==> config.mk <==
export PLATFORM = sky130hd
export DESIGN_NAME = data_bus_router_flat
export DESIGN_NICKNAME = d
export VERILOG_FILES = /design/src/rtl/data_bus_router_if.sv /design/src/rtl/data_bus_router.sv /design/src/flat_wrapper.sv
export SDC_FILE = /design/constraint.sdc
export NUM_CORES = 1
export LEC_CHECK = 0
export ABC_AREA = 1
export BUFFER_PORTS_ARGS = -buffer_cell sky130_fd_sc_hd__buf_2
export CAP_MARGIN = 5
export CORE_ASPECT_RATIO = 1.75
export CORE_MARGIN = 3
export CORE_UTILIZATION = 40
export CTS_BUF_LIST = sky130_fd_sc_hd__clkbuf_8
export DETAILED_ROUTE_END_ITERATION = 12
export MAX_ROUTING_LAYER = met4
export PLACE_DENSITY = 0.75
export REMOVE_ABC_BUFFERS = 1
export SLEW_MARGIN = 5
export SYNTH_ARGS = -nofsm -noshare
export SYNTH_HDL_FRONTEND = slang
export SYNTH_SLANG_ARGS = --single-unit
==> constraint.sdc <==
create_clock -name clk_i -period 2 [get_ports clk_i]
set_input_delay 0.4 -clock clk_i [delete_from_list [all_inputs] [get_ports clk_i]]
set_output_delay 0.4 -clock clk_i [all_outputs]
set_load 0.02 [all_outputs]
==> src/rtl/data_bus_router_if.sv <==
// Bus bundle between a single master, the router and its mapped slaves.
// The master modport is the environment view; the slave modport is the router view.
interface data_bus_router_if #(
  parameter int NUM_SLAVES = 3,
  parameter int DATA_W     = 32
);
  logic                         req_i;
  logic [31:0]                  addr_i;
  logic                         write_i;
  logic                         ready_o;
  logic [DATA_W-1:0]            rdata_o;
  logic                         err_o;
  logic [NUM_SLAVES-1:0]        sel_o;
  logic                         we_o;
  logic [NUM_SLAVES*DATA_W-1:0] slave_rdata_i;
  logic [NUM_SLAVES-1:0]        slave_ready_i;

  modport master (
    output req_i, addr_i, write_i, slave_rdata_i, slave_ready_i,
    input  ready_o, rdata_o, err_o, sel_o, we_o
  );

  modport slave (
    input  req_i, addr_i, write_i, slave_rdata_i, slave_ready_i,
    output ready_o, rdata_o, err_o, sel_o, we_o
  );
endinterface

==> src/rtl/data_bus_router.sv <==
// Address-decoded router from one master to NUM_SLAVES data-bus regions,
// with a per-access WAIT timeout that returns an error response.
module data_bus_router #(
  parameter int NUM_SLAVES     = 3,
  parameter int SEL_LSB        = 9,
  parameter int SEL_W          = 2,
  parameter int DATA_W         = 32,
  parameter int TIMEOUT_CYCLES = 16
) (
  input logic               clk_i,
  input logic               rst_ni,
  data_bus_router_if.slave  bus
);
  localparam int CNT_W = $clog2(TIMEOUT_CYCLES + 1);

  typedef enum logic [1:0] {IDLE, WAIT, RESP} state_t;

  state_t                state_q, state_d;
  logic [CNT_W-1:0]      cnt_q, cnt_d;
  logic [NUM_SLAVES-1:0] sel_q, sel_d;
  logic                  we_q, we_d;
  logic                  ready_q, ready_d;
  logic                  err_q, err_d;
  logic [DATA_W-1:0]     rdata_q, rdata_d;

  logic [SEL_W-1:0]      region;
  logic                  mapped;
  logic [NUM_SLAVES-1:0] region_onehot;
  logic                  slv_ready;
  logic [DATA_W-1:0]     slv_rdata;

  // sel_q is one-hot while in WAIT, so masking with it ignores other slaves
  always_comb begin
    region        = bus.addr_i[SEL_LSB +: SEL_W];
    mapped        = 32'(region) < 32'(NUM_SLAVES);
    region_onehot = '0;
    slv_rdata     = '0;
    for (int unsigned k = 0; k < NUM_SLAVES; k++) begin
      region_onehot[k] = (32'(region) == k);
      slv_rdata        = slv_rdata |
                         ({DATA_W{sel_q[k]}} & bus.slave_rdata_i[k*DATA_W +: DATA_W]);
    end
    slv_ready = |(sel_q & bus.slave_ready_i);
  end

  always_comb begin
    state_d = state_q;
    cnt_d   = cnt_q;
    sel_d   = sel_q;
    we_d    = we_q;
    ready_d = 1'b0;
    err_d   = 1'b0;
    rdata_d = rdata_q;
    unique case (state_q)
      IDLE: begin
        if (bus.req_i) begin
          if (mapped) begin
            sel_d   = region_onehot;
            we_d    = bus.write_i;
            cnt_d   = '0;
            state_d = WAIT;
          end else begin
            ready_d = 1'b1;
            err_d   = 1'b1;
            state_d = RESP;
          end
        end
      end
      WAIT: begin
        if (slv_ready) begin
          if (!we_q) rdata_d = slv_rdata;
          sel_d   = '0;
          we_d    = 1'b0;
          ready_d = 1'b1;
          state_d = RESP;
        end else if (cnt_q == CNT_W'(TIMEOUT_CYCLES - 1)) begin
          // this cycle is the last allowed WAIT cycle; counter lands on TIMEOUT_CYCLES
          cnt_d   = cnt_q + CNT_W'(1);
          sel_d   = '0;
          we_d    = 1'b0;
          ready_d = 1'b1;
          err_d   = 1'b1;
          rdata_d = '0;
          state_d = RESP;
        end else begin
          cnt_d = cnt_q + CNT_W'(1);
        end
      end
      RESP: state_d = IDLE;
      default: state_d = IDLE;
    endcase
  end

  always_ff @(posedge clk_i or negedge rst_ni) begin
    if (!rst_ni) begin
      state_q <= IDLE;
      cnt_q   <= '0;
      sel_q   <= '0;
      we_q    <= 1'b0;
      ready_q <= 1'b0;
      err_q   <= 1'b0;
      rdata_q <= '0;
    end else begin
      state_q <= state_d;
      cnt_q   <= cnt_d;
      sel_q   <= sel_d;
      we_q    <= we_d;
      ready_q <= ready_d;
      err_q   <= err_d;
      rdata_q <= rdata_d;
    end
  end

  assign bus.sel_o   = sel_q;
  assign bus.we_o    = we_q;
  assign bus.ready_o = ready_q;
  assign bus.err_o   = err_q;
  assign bus.rdata_o = rdata_q;
endmodule

==> src/flat_wrapper.sv <==
// flat-port wrapper written by rule: the top's interface ports become plain ports
module data_bus_router_flat 
#(
  parameter int NUM_SLAVES     = 3,
  parameter int SEL_LSB        = 9,
  parameter int SEL_W          = 2,
  parameter int DATA_W         = 32,
  parameter int TIMEOUT_CYCLES = 16
)
  (clk_i, rst_ni, bus_req_i, bus_addr_i, bus_write_i, bus_slave_rdata_i, bus_slave_ready_i, bus_ready_o, bus_rdata_o, bus_err_o, bus_sel_o, bus_we_o);
  data_bus_router_if #(.NUM_SLAVES(NUM_SLAVES), .DATA_W(DATA_W)) bus_i ();
  input logic clk_i;
  input logic rst_ni;
  input wire logic [$bits(bus_i.req_i)-1:0] bus_req_i;
  input wire logic [$bits(bus_i.addr_i)-1:0] bus_addr_i;
  input wire logic [$bits(bus_i.write_i)-1:0] bus_write_i;
  input wire logic [$bits(bus_i.slave_rdata_i)-1:0] bus_slave_rdata_i;
  input wire logic [$bits(bus_i.slave_ready_i)-1:0] bus_slave_ready_i;
  output wire logic [$bits(bus_i.ready_o)-1:0] bus_ready_o;
  output wire logic [$bits(bus_i.rdata_o)-1:0] bus_rdata_o;
  output wire logic [$bits(bus_i.err_o)-1:0] bus_err_o;
  output wire logic [$bits(bus_i.sel_o)-1:0] bus_sel_o;
  output wire logic [$bits(bus_i.we_o)-1:0] bus_we_o;
  assign bus_i.req_i = bus_req_i;
  assign bus_i.addr_i = bus_addr_i;
  assign bus_i.write_i = bus_write_i;
  assign bus_i.slave_rdata_i = bus_slave_rdata_i;
  assign bus_i.slave_ready_i = bus_slave_ready_i;
  assign bus_ready_o = bus_i.ready_o;
  assign bus_rdata_o = bus_i.rdata_o;
  assign bus_err_o = bus_i.err_o;
  assign bus_sel_o = bus_i.sel_o;
  assign bus_we_o = bus_i.we_o;
  data_bus_router #(.NUM_SLAVES(NUM_SLAVES), .SEL_LSB(SEL_LSB), .SEL_W(SEL_W), .DATA_W(DATA_W), .TIMEOUT_CYCLES(TIMEOUT_CYCLES)) u_core (.clk_i(clk_i), .rst_ni(rst_ni), .bus(bus_i));
endmodule
==> metrics, run 1 <==
die footprint 8086 sq um; largest vdd supply drop 1.265 mV; RSZ-0062 raised after global routing false; fin crit share 0.8737; routed via count about 3200; total core area 6685 sq um; CP required between 2 and 2.5 ns; Clock Tree Buf Depth 2; total power 4388 uW; crit-path max FO 16; area grow syn2layout 31.38%; Max stage delay on crit path slightly above 0.4 ns; Hold Buf Count CTS 0; Synth Area in Compound Gates 0.01563; clock-pin slew on the worst setup and hold paths about 0.090 ns; Mean Syn Cell Area around 6.5 sq um; gr usage total 0.2090; number of fill cells just over 700; Post-Synth Simple-Gate Area 0.4621; Yosys warning count 0; Synth top area share 0.4018; Post-Synth XOR/XNOR Area 0.003125; final hold slack roughly 0.12 ns; Worst EP arrival 1.93 ns; crit path from u_core.cnt_q[0]$_DFFE_PN0P_; Final min period 1.747 ns; Placed Instances 637; drt via density 4.880; post-layout util 0.5508; Max transition margin 0.5491; final max-slew violation count 0; Hold Path Class primary input to async pin; # diodes 0; final setup violation count 0; area of the mapped netlist 2803 sq um; Crit-path slowest cell dfrtp_1; Port Buf Inserts 142; Initial Util 0.4192; initial antenna violation count 0; CTS H-tree depth 2; Final HPWL DP 6251 um; Die H 116.7 um; Crit path max-delay family simple AND/OR/NAND/NOR gates; RR Startpoint u_core.cnt_q[0]$_DFFE_PN0P_; FF/Latch Area 1126 sq um; post-route cell area ~3700 sq um; Power Dens Cells 1192 nW/um^2; global route total overflow 0; Worst setup SP type flop; root buf cell clkbuf_8; non-filler cells, final ~650; fraction of final layout cells sized beyond drive strength 1 0.3004; Core Rows 39; Post-DRT Antenna Nets 0; Num CTS Buffers 5; Adder-Cell Fraction of Synth Area 0.008929; Final Hold Viols 0; drt wl/cell ~13 um; worst clock skew 0.01211 ns; global-route wire length before repair 13250 um; Total Wirelength 8560 um; max-cap viol count 0; Top Ports 173; Final #Nets around 700; critical path endpoint category flop; register area share after synthesis 0.4018; Iteration-0 DRC Markers 190; Area contributors post-synth dfrtp_1, nand2_1, nand3_1; Crit path buffers/inverters 2; Area after DPL about 3500 sq um; Tightest Pin Transition 0.6764 ns; largest family of logic cells by synthesized area simple AND/OR/NAND/NOR gates; Placer Congestion between 0.8 and 0.9; First-pass DRT Iterations 4; largest area contributor in the netlist dfrtp_1; multi-input logic area 1405 sq um; Setup CP Type flop to flop; DRC 0; leakage power between 0.002 and 0.0025 uW; largest net degree at the start of global routing 35; outcome finished clean; via count of the first global-routing pass 2891; Clock Sinks 45; Syn Inst Count between 400 and 500; Clock Latency Late Sink 0.30 ns; Die X 69.28 um; cell mode on critical path nand2_1; Max Fclk 572.3 MHz; clock tree from TritonCTS built; mux share of post-synthesis cell area 0; Cell variety after synth 20; #FFs+latches synth 45; Critical Path, Cell by Cell ha_1 > nand2_1 > nor2_1 > ha_1 > inv_1 > nand4_1 > buf_4 > nand3_4 > nand2_1 > nand2_1
[through the flow]
step / setup WS, ns / setup TNS, ns
after floorplan: -0.2268 / -7.258
after global placement: 0.1642 / 0
after detailed placement: 0.1261 / 0
after CTS: 0.09381 / 0
after global routing: 0.09008 / 0
final: 0.2527 / 0
[synthesized netlist by cell type]
cell type	count
o21ai_0	6
dfrtp_1	45
o22ai_1	1
nand2_2	5
nand3_4	2
inv_2	1
nand3_1	71
nor2_1	7
xor2_1	1
or2_2	1
a22oi_1	1
nand2_1	218
nor2_2	1
nor3_1	2
ha_1	2
buf_4	3
buf_6	3
inv_1	41
buf_2	18
nand4_1	1
[final timing paths]
path | endpoint | slack (ns) | cells past startpoint
setup / recovery | u_core.bus.rdata_o[29]$_DFFE_PN0P_ | 0.25 | 10
hold / removal | u_core.bus.rdata_o[9]$_DFFE_PN0P_ | 0.12 | 1
setup reg to reg | u_core.bus.rdata_o[29]$_DFFE_PN0P_ | 0.25 | 10
hold reg to reg | u_core.bus.rdata_o[18]$_DFFE_PN0P_ | 0.47 | 2
max in group asynchronous | u_core.bus.rdata_o[29]$_DFFE_PN0P_ | 1.26 | 2
min in group clk_i | u_core.bus.we_o$_DFFE_PN0P_ | 0.34 | 3
[worst reg2reg max path: cells and delay by family (launching register included)]
kind / cells / cell delay (ns)
fa+ha+maj: 2 / 0.38
simple gates: 6 / 0.60
buf+inv: 2 / 0.22
flops: 1 / 0.41
[report_power, final]
part | switching [uW] | leakage (uW) | internal, uW
Sequential | 119 | 0.000614 | 1110
Clock | 321 | 0.0000574 | 407
Combinational | 1690 | 0.00169 | 741
[layout make-up]
type	count	share of cell area
multi-input combinational	321	0.3816
sequential	45	0.3058
timing repair buffer	150	0.2093
inverter	42	0.04281
tap	82	0.02786
clock buffer	6	0.02243
clock inverter	2	0.01019
[layer usage]
layer  track usage  vias to the layer above  wire length (um)
met2        0.3801                       89              4696
met4       0.07562                        0               208
met3       0.03273                       18               386
li1              -                     1597                 -
met1        0.2299                     1458              3269
met5             -                        -                 0
[registers in the layout, indices dropped and copies added (netlist names)]
name                cells
u_core.state_q          2
u_core.bus.we_o         1
u_core.bus.rdata_o     32
u_core.bus.ready_o      1
u_core.bus.sel_o        3
u_core.bus.err_o        1
u_core.cnt_q            5
[kinds of logic after synthesis]
logic type      after synthesis
simple gates                308
xor+xnor                      1
fa+ha+maj                     2
compound gates                8
flops                        45
buf+inv                      66
[what timing repair did]
item | 4_1_cts | 5_1_grt
setup endpoints to repair | 0 | 31
buffers inserted | 0 | 1
gates resized for setup | 0 | 2
[cells in the final DEF, fill, tap and decap left out]
cell,instances
nand2_2,4
nor3_1,2
nor2_2,1
clkinvlp_4,1
nand4_1,1
buf_4,8
nand3_1,71
ha_1,2
dfrtp_1,45
nor2_1,7
o22ai_1,1
o21ai_0,6
bufinv_16,1
or2_2,1
buf_2,142
nand2_4,1
nand3_4,3
xor2_1,1
clkbuf_8,6
a22oi_1,1
inv_2,1
nand3_2,1
inv_1,41
nand2_1,218
(Power assumes the default switching activity.)
==> inputs of run 2 (changes only) <==
--- a/config.mk
+++ b/config.mk
@@ -5,7 +5,6 @@
 export SDC_FILE = /design/constraint.sdc
 export NUM_CORES = 1
 export LEC_CHECK = 0
-export ABC_AREA = 1
 export BUFFER_PORTS_ARGS = -buffer_cell sky130_fd_sc_hd__buf_2
 export CAP_MARGIN = 5
 export CORE_ASPECT_RATIO = 1.75
@@ -14,7 +13,7 @@
 export CTS_BUF_LIST = sky130_fd_sc_hd__clkbuf_8
 export DETAILED_ROUTE_END_ITERATION = 12
 export MAX_ROUTING_LAYER = met4
-export PLACE_DENSITY = 0.75
+export PLACE_DENSITY = 0.81
 export REMOVE_ABC_BUFFERS = 1
 export SLEW_MARGIN = 5
 export SYNTH_ARGS = -nofsm -noshare
==> metrics, run 2 <==
Worst setup SP type flop; Sequential Power Share 0.321 (+0.042); Hold Path Class primary input to flop; register area share after synthesis 0.5090 (+0.1073); Worst EP arrival 2.14 ns (+0.21 ns); Synth Flop Type dfrtp_1; via count of the first global-routing pass 2353 (-19%); Post-synth top cells dfrtp_1, a222oi_1, o2bb2ai_1; sw power 1936 uW (-9.3%); Max transition margin 0.6920 (+0.1430); asr flop ratio synth 1.000 (unchanged); global-route wire length before repair 11640 um (-12%); RR Endpoint u_core.bus.rdata_o[17]$_DFFE_PN0P_; RR Startpoint u_core.cnt_q[0]$_DFFE_PN0P_; Area contributors post-synth dfrtp_1, a222oi_1, o2bb2ai_1; #FFs+latches synth 45 (unchanged); crit path from u_core.cnt_q[0]$_DFFE_PN0P_; Top Ports 173 (unchanged); fin crit share 0.9679 (+0.09426); Met2 Wirelength 4036 um (-14%); FF/Latch Area 1126 sq um (unchanged); leakage power 0.001661 uW (-30%); final setup violation count 0 (unchanged); Core Rows 35 (-10%); max reg flops 32 (unchanged); Clock Sinks 45 (unchanged); Power Dens Cells 1417 nW/um^2 (+19%); worst clock skew 0.003732 ns (-0.008381 ns); Iteration-0 DRC Markers 270 (+42%); Area after DPL 3048 sq um (-13%); total core area 5299 sq um (-21%); Max Fclk 516.6 MHz (-9.7%); outcome finished clean; clock-pin slew on the worst setup and hold paths 0.08 ns (about the same); Post-synth EDFFs 0 (unchanged); largest area contributor in the netlist dfrtp_1; Die H 104.4 um (-11%); CP required 2.21 ns (+0.03 ns); Final min period 1.936 ns (+0.1885 ns); Clock Latency Late Sink 0.29 ns (about the same); Die X 62.22 um (-10%); largest net degree at the start of global routing 36 (+2.9%); DRT met1 WL 2682 um (-18%); DR WL met3 484 um (+25%); Gate power share 0.525 (-0.030); max-cap viol count 0 (unchanged); multi-input logic area 984.7 sq um (-30%); DR top layer met4; Total Wirelength 7401 um (-14%); non-filler cells, final 412 (-36%); Final Hold Viols 0 (unchanged); Initial Util 0.4175 (-0.001767); crit path capture u_core.bus.rdata_o[17]$_DFFE_PN0P_; startpoint of the worst hold path bus_slave_rdata_i[91]; most frequent cells in the layout buf_2, dfrtp_1, a222oi_1, o2bb2ai_1, buf_4; Setup CP Type flop to flop; Final #Nets 474 (-32%); critical path endpoint category flop; root buf cell clkbuf_8; Synth top area share 0.5090 (+0.1073); final hold slack 0.3994 ns (+0.2769 ns); Placed Instances 397 (-38%); die footprint 6494 sq um (-20%); # diodes 0 (unchanged); Port Buf Inserts 142 (unchanged); Post-DRT Antenna Nets 0 (unchanged); global route total overflow 0 (unchanged); Cell variety after synth 30 (+50%); gr usage total 0.2273 (+0.01832); Final HPWL DP 5094 um (-19%); FF-to-FF setup slack 0.06 ns (-0.19 ns); clock tree from TritonCTS built; Sw Ratio 0.4175 (-0.06887); most common cell in the netlist dfrtp_1; internal power 2702 uW (+20%); Num CTS Buffers 5 (unchanged); Mean Syn Cell Area 11.52 sq um (+77%); routed via count 2404 (-24%); fraction of final layout cells sized beyond drive strength 1 0.4970 (+0.1967); final max-slew violation count 0 (unchanged); drt wl/cell 17.96 um (+36%); largest vdd supply drop 1.424 mV (+13%); area of the mapped netlist 2212 sq um (-21%); DRC 0 (unchanged); Syn Inst Count 192 (-55%); commonest non-fill, non-tap cell in the layout buf_2; Placer Congestion 0.8387 (+3.5%); Tightest Pin Transition 0.4610 ns (-0.2155 ns); CTS H-tree depth 2 (unchanged); First-pass DRT Iterations 5 (+1); total power 4638 uW (+5.7%); drt via density 5.835 (+20%); post-route cell area 3274 sq um (-11%); area grow syn2layout 48.02%; R2R depth 8 (-2); Yosys warning count 0 (unchanged); number of fill cells 465 (-34%); Clock Tree Buf Depth 2 (unchanged); crit-path max FO 8 (-8); Clk network pwr share 0.154 (-0.012); setup_tns 0 ns (unchanged); initial antenna violation count 0 (unchanged)
==> run 2: per-stage QoR <==
stage,util,worst slack [ns]
after floorplan,-,-1.590
after global placement,0.5752,0.1487
after detailed placement,0.5752,0.1165
after CTS,0.5998,0.05023
after global routing,0.6179,-0.01658
final,0.6179,0.06415
==> run 2: cell type report <==
class	instances	area share
multi-input cells	117	0.3007
repair buffers	159	0.2801
well taps	74	0.02828
clock inverters	2	0.01146
flip-flops and latches	45	0.3439
clock buffers	6	0.02522
inverters	9	0.01032
==> run 2: power by group through the flow <==
| stage | clock (uW) | combinational (uW) | sequential [uW] |
|---|---|---|---|
| 2_1_floorplan | 0 | 852 | 2050 |
| 3_3_place_gp | 0 | 2270 | 1480 |
| 3_5_place_dp | 0 | 2330 | 1500 |
| 4_1_cts | 733 | 2330 | 1490 |
| 5_1_grt | 775 | 2630 | 1540 |
| 6_report | 714 | 2440 | 1490 |
==> run 2: timing repair <==
action / CTS / global route
endpoints found under the setup margin: 0 / 4
buffers inserted: 0 / 3
hold buffers: 1 / 0
endpoints found under the hold margin: 9 / 0
gates resized for setup: 0 / 0
==> run 2: logic make-up (layout without fill, tap and decap cells) <==
kind of cell             Yosys count  after routing  synth area share
AO/OA/AOI/OAI                     88             88            0.3490
adder cells (fa/ha/maj)            2              2           0.01131
buffers and inverters             30            176           0.05147
flip-flops                        45             45            0.5090
multiplexers                       4              4           0.01810
AND/OR/NAND/NOR                   23             23           0.06108
==> run 2: how the worst min path moves through the flow <==
stage,end,slack (ns),cells past startpoint
2_1_floorplan,u_core.bus.err_o$_DFF_PN0_,0.10,0
3_3_place_gp,u_core.bus.rdata_o[17]$_DFFE_PN0P_,0.27,1
3_5_place_dp,u_core.bus.rdata_o[9]$_DFFE_PN0P_,0.27,1
4_1_cts,u_core.bus.rdata_o[18]$_DFFE_PN0P_,0.39,3
5_1_grt,u_core.bus.rdata_o[28]$_DFFE_PN0P_,0.40,3
6_report,u_core.bus.rdata_o[27]$_DFFE_PN0P_,0.40,3
==> run 2: per-layer routing <==
metal | vias up | track usage
met2 | 111 | 0.3958
li1 | 1094 | -
met1 | 1179 | 0.2493
met3 | 20 | 0.04865
met4 | 0 | 0.09335
met5 | - | -
==> run 2: worst max-delay path: stages, from the launching register on <==
cell       delay, ns
dfrtp_1         0.41
ha_1            0.23
and3_1          0.19
ha_1            0.24
and3b_1         0.21
mux2i_4         0.17
buf_12          0.15
buf_12          0.12
o2bb2ai_1       0.13
==> inputs of run 3 (changes only) <==
--- a/config.mk
+++ b/config.mk
@@ -9,11 +9,11 @@
 export CAP_MARGIN = 5
 export CORE_ASPECT_RATIO = 1.75
 export CORE_MARGIN = 3
-export CORE_UTILIZATION = 40
+export CORE_UTILIZATION = 41
 export CTS_BUF_LIST = sky130_fd_sc_hd__clkbuf_8
 export DETAILED_ROUTE_END_ITERATION = 12
 export MAX_ROUTING_LAYER = met4
-export PLACE_DENSITY = 0.81
+export PLACE_DENSITY = 0.83
 export REMOVE_ABC_BUFFERS = 1
 export SLEW_MARGIN = 5
 export SYNTH_ARGS = -nofsm -noshare
==> metrics, run 3 (synthesized netlist as in run 2, its figures left out) <==
die footprint 6348 sq um (-2.3%); Critical Path, Cell by Cell ha_2 > and3_1 > ha_1 > and3b_1 > mux2i_4 > buf_12 > clkbuf_16 > o2bb2ai_1; Port Buf Inserts 142 (unchanged); initial antenna violation count 0 (unchanged); Total Wirelength 6861 um (-7.3%); First-pass DRT Iterations 9 (+4); Max transition margin 0.6929 (+0.0008360); R2R depth 8 (unchanged); Die X 61.53 um (-1.1%); Core Rows 34 (-2.9%); DRC 0 (unchanged); commonest non-fill, non-tap cell in the layout buf_2; largest net degree at the start of global routing 36 (unchanged); Initial Util 0.4333 (+0.01586); number of fill cells 438 (-5.8%); drt via density 5.982 (+2.5%); final max-slew violation count 0 (unchanged); post-layout util 0.6311 (+0.01318); most frequent cells in the layout buf_2, dfrtp_1, a222oi_1, o2bb2ai_1; via count of the first global-routing pass 2164 (-8.0%); area grow syn2layout 45.64%; Max stage delay on crit path 0.41 ns (about the same); Post-DRT Antenna Nets 0 (unchanged); total power 4563 uW (-1.6%); fin crit share 0.9442 (-0.02373); Final HPWL DP 4899 um (-3.8%); routed via count 2333 (-3.0%); max reg flops 32 (unchanged); Worst setup SP type flop; Placed Instances 377 (-5.0%); leakage power 0.001649 uW (-0.72%); Power Dens Cells 1416 nW/um^2 (about the same); Final Hold Viols 0 (unchanged); Final min period 1.888 ns (-0.04746 ns); outcome finished clean; worst clock skew 0.006918 ns (+0.003186 ns); global-route wire length before repair 10090 um (-13%); clock tree from TritonCTS built; Clock Latency Late Sink 0.29 ns (about the same); drt wl/cell 17.59 um (-2.1%); max-cap viol count 0 (unchanged); fraction of final layout cells sized beyond drive strength 1 0.4970 (about the same); Worst EP arrival 2.10 ns (-0.04 ns); CP required 2.22 ns (about the same); CTS H-tree depth 2 (unchanged); Tightest Pin Transition 0.4607 ns (-0.0002577 ns); clock-pin slew on the worst setup and hold paths 0.08 ns (about the same); Hold Path Class primary input to async pin; Crit-path slowest cell dfrtp_1; Num CTS Buffers 5 (unchanged); Top Ports 173 (unchanged); final setup violation count 0 (unchanged); Die H 103.2 um (-1.2%); # diodes 0 (unchanged); gr usage total 0.2142 (-0.01313); total core area 5105 sq um (-3.7%); Placer Congestion 0.7906 (-5.7%); crit-path max FO 6 (-2); Final #Nets 472 (-0.42%); Clock Tree Buf Depth 2 (unchanged); critical path endpoint category flop; global route total overflow 0 (unchanged); largest vdd supply drop 1.065 mV (-25%); Max Fclk 529.6 MHz (+2.5%); root buf cell clkbuf_8; Clock Sinks 45 (unchanged); non-filler cells, final 390 (-5.3%); Iteration-0 DRC Markers 199 (-26%); Setup CP Type flop to flop
## run 3: power breakdown
part / total, uW / internal (uW) / switching, uW
sequential: 1490 / 1270 / 221
combinational: 2380 / 1010 / 1370
clock: 697 / 402 / 295
## run 3: worst max-delay path: cells and delay by family, from the launching register on
| family | cells | cell delay [ns] |
|---|---|---|
| buf+inv | 2 | 0.29 |
| compound gates | 1 | 0.11 |
| mux | 1 | 0.19 |
| flops | 1 | 0.41 |
| fa+ha+maj | 2 | 0.44 |
| simple gates | 2 | 0.36 |
## run 3: area by class of cell
type	instances	area (sq um)	area share
clock buffer	6	82.58	0.02563
inverter	9	33.78	0.01049
timing repair buffer	157	890.9	0.2765
sequential	45	1126	0.3495
tap	54	67.56	0.02097
clock inverter	2	33.78	0.01049
multi-input combinational	117	987.2	0.3064
## run 3: final timing paths
path | startpoint | slack [ns] | endpoint
setup / recovery | u_core.cnt_q[0]$_DFFE_PN0P_ | 0.11 | u_core.bus.rdata_o[29]$_DFFE_PN0P_
hold / removal | rst_ni | 0.04 | u_core.bus.rdata_o[12]$_DFFE_PN0P_
setup reg to reg | u_core.cnt_q[0]$_DFFE_PN0P_ | 0.11 | u_core.bus.rdata_o[29]$_DFFE_PN0P_
hold reg to reg | u_core.bus.rdata_o[16]$_DFFE_PN0P_ | 0.49 | u_core.bus.rdata_o[16]$_DFFE_PN0P_
max in group asynchronous | rst_ni | 1.26 | u_core.cnt_q[3]$_DFFE_PN0P_
min in group clk_i | bus_slave_rdata_i[69] | 0.40 | u_core.bus.rdata_o[5]$_DFFE_PN0P_
## run 3: metal layers
layer,track usage,up-vias,routed length [um],part of all wire
li1,-,1098,-,-
met4,0.06373,0,78,0.011
met1,0.2548,1135,2546,0.37
met3,0.03478,5,419,0.061
met5,-,-,0,0
met2,0.3640,95,3816,0.56
## run 3: timing repair
action	CTS	global route
setup endpoints to repair	0	12
hold buffers	0	0
gates resized for setup	0	2
setup buffers	0	2
## run 3: per-stage QoR
stage          worst slack, ns  hold WS (ns)   TNS, ns  area [sq um]
6_report                0.1116       0.04436         0          3222
5_1_grt               -0.01098       0.07645  -0.03811          3222
4_1_cts                0.09882       0.05134         0          3127
3_5_place_dp            0.1344        0.3742         0          3010
3_3_place_gp            0.1660        0.3794         0          3010
2_1_floorplan           -1.590        0.1044    -55.79          2132
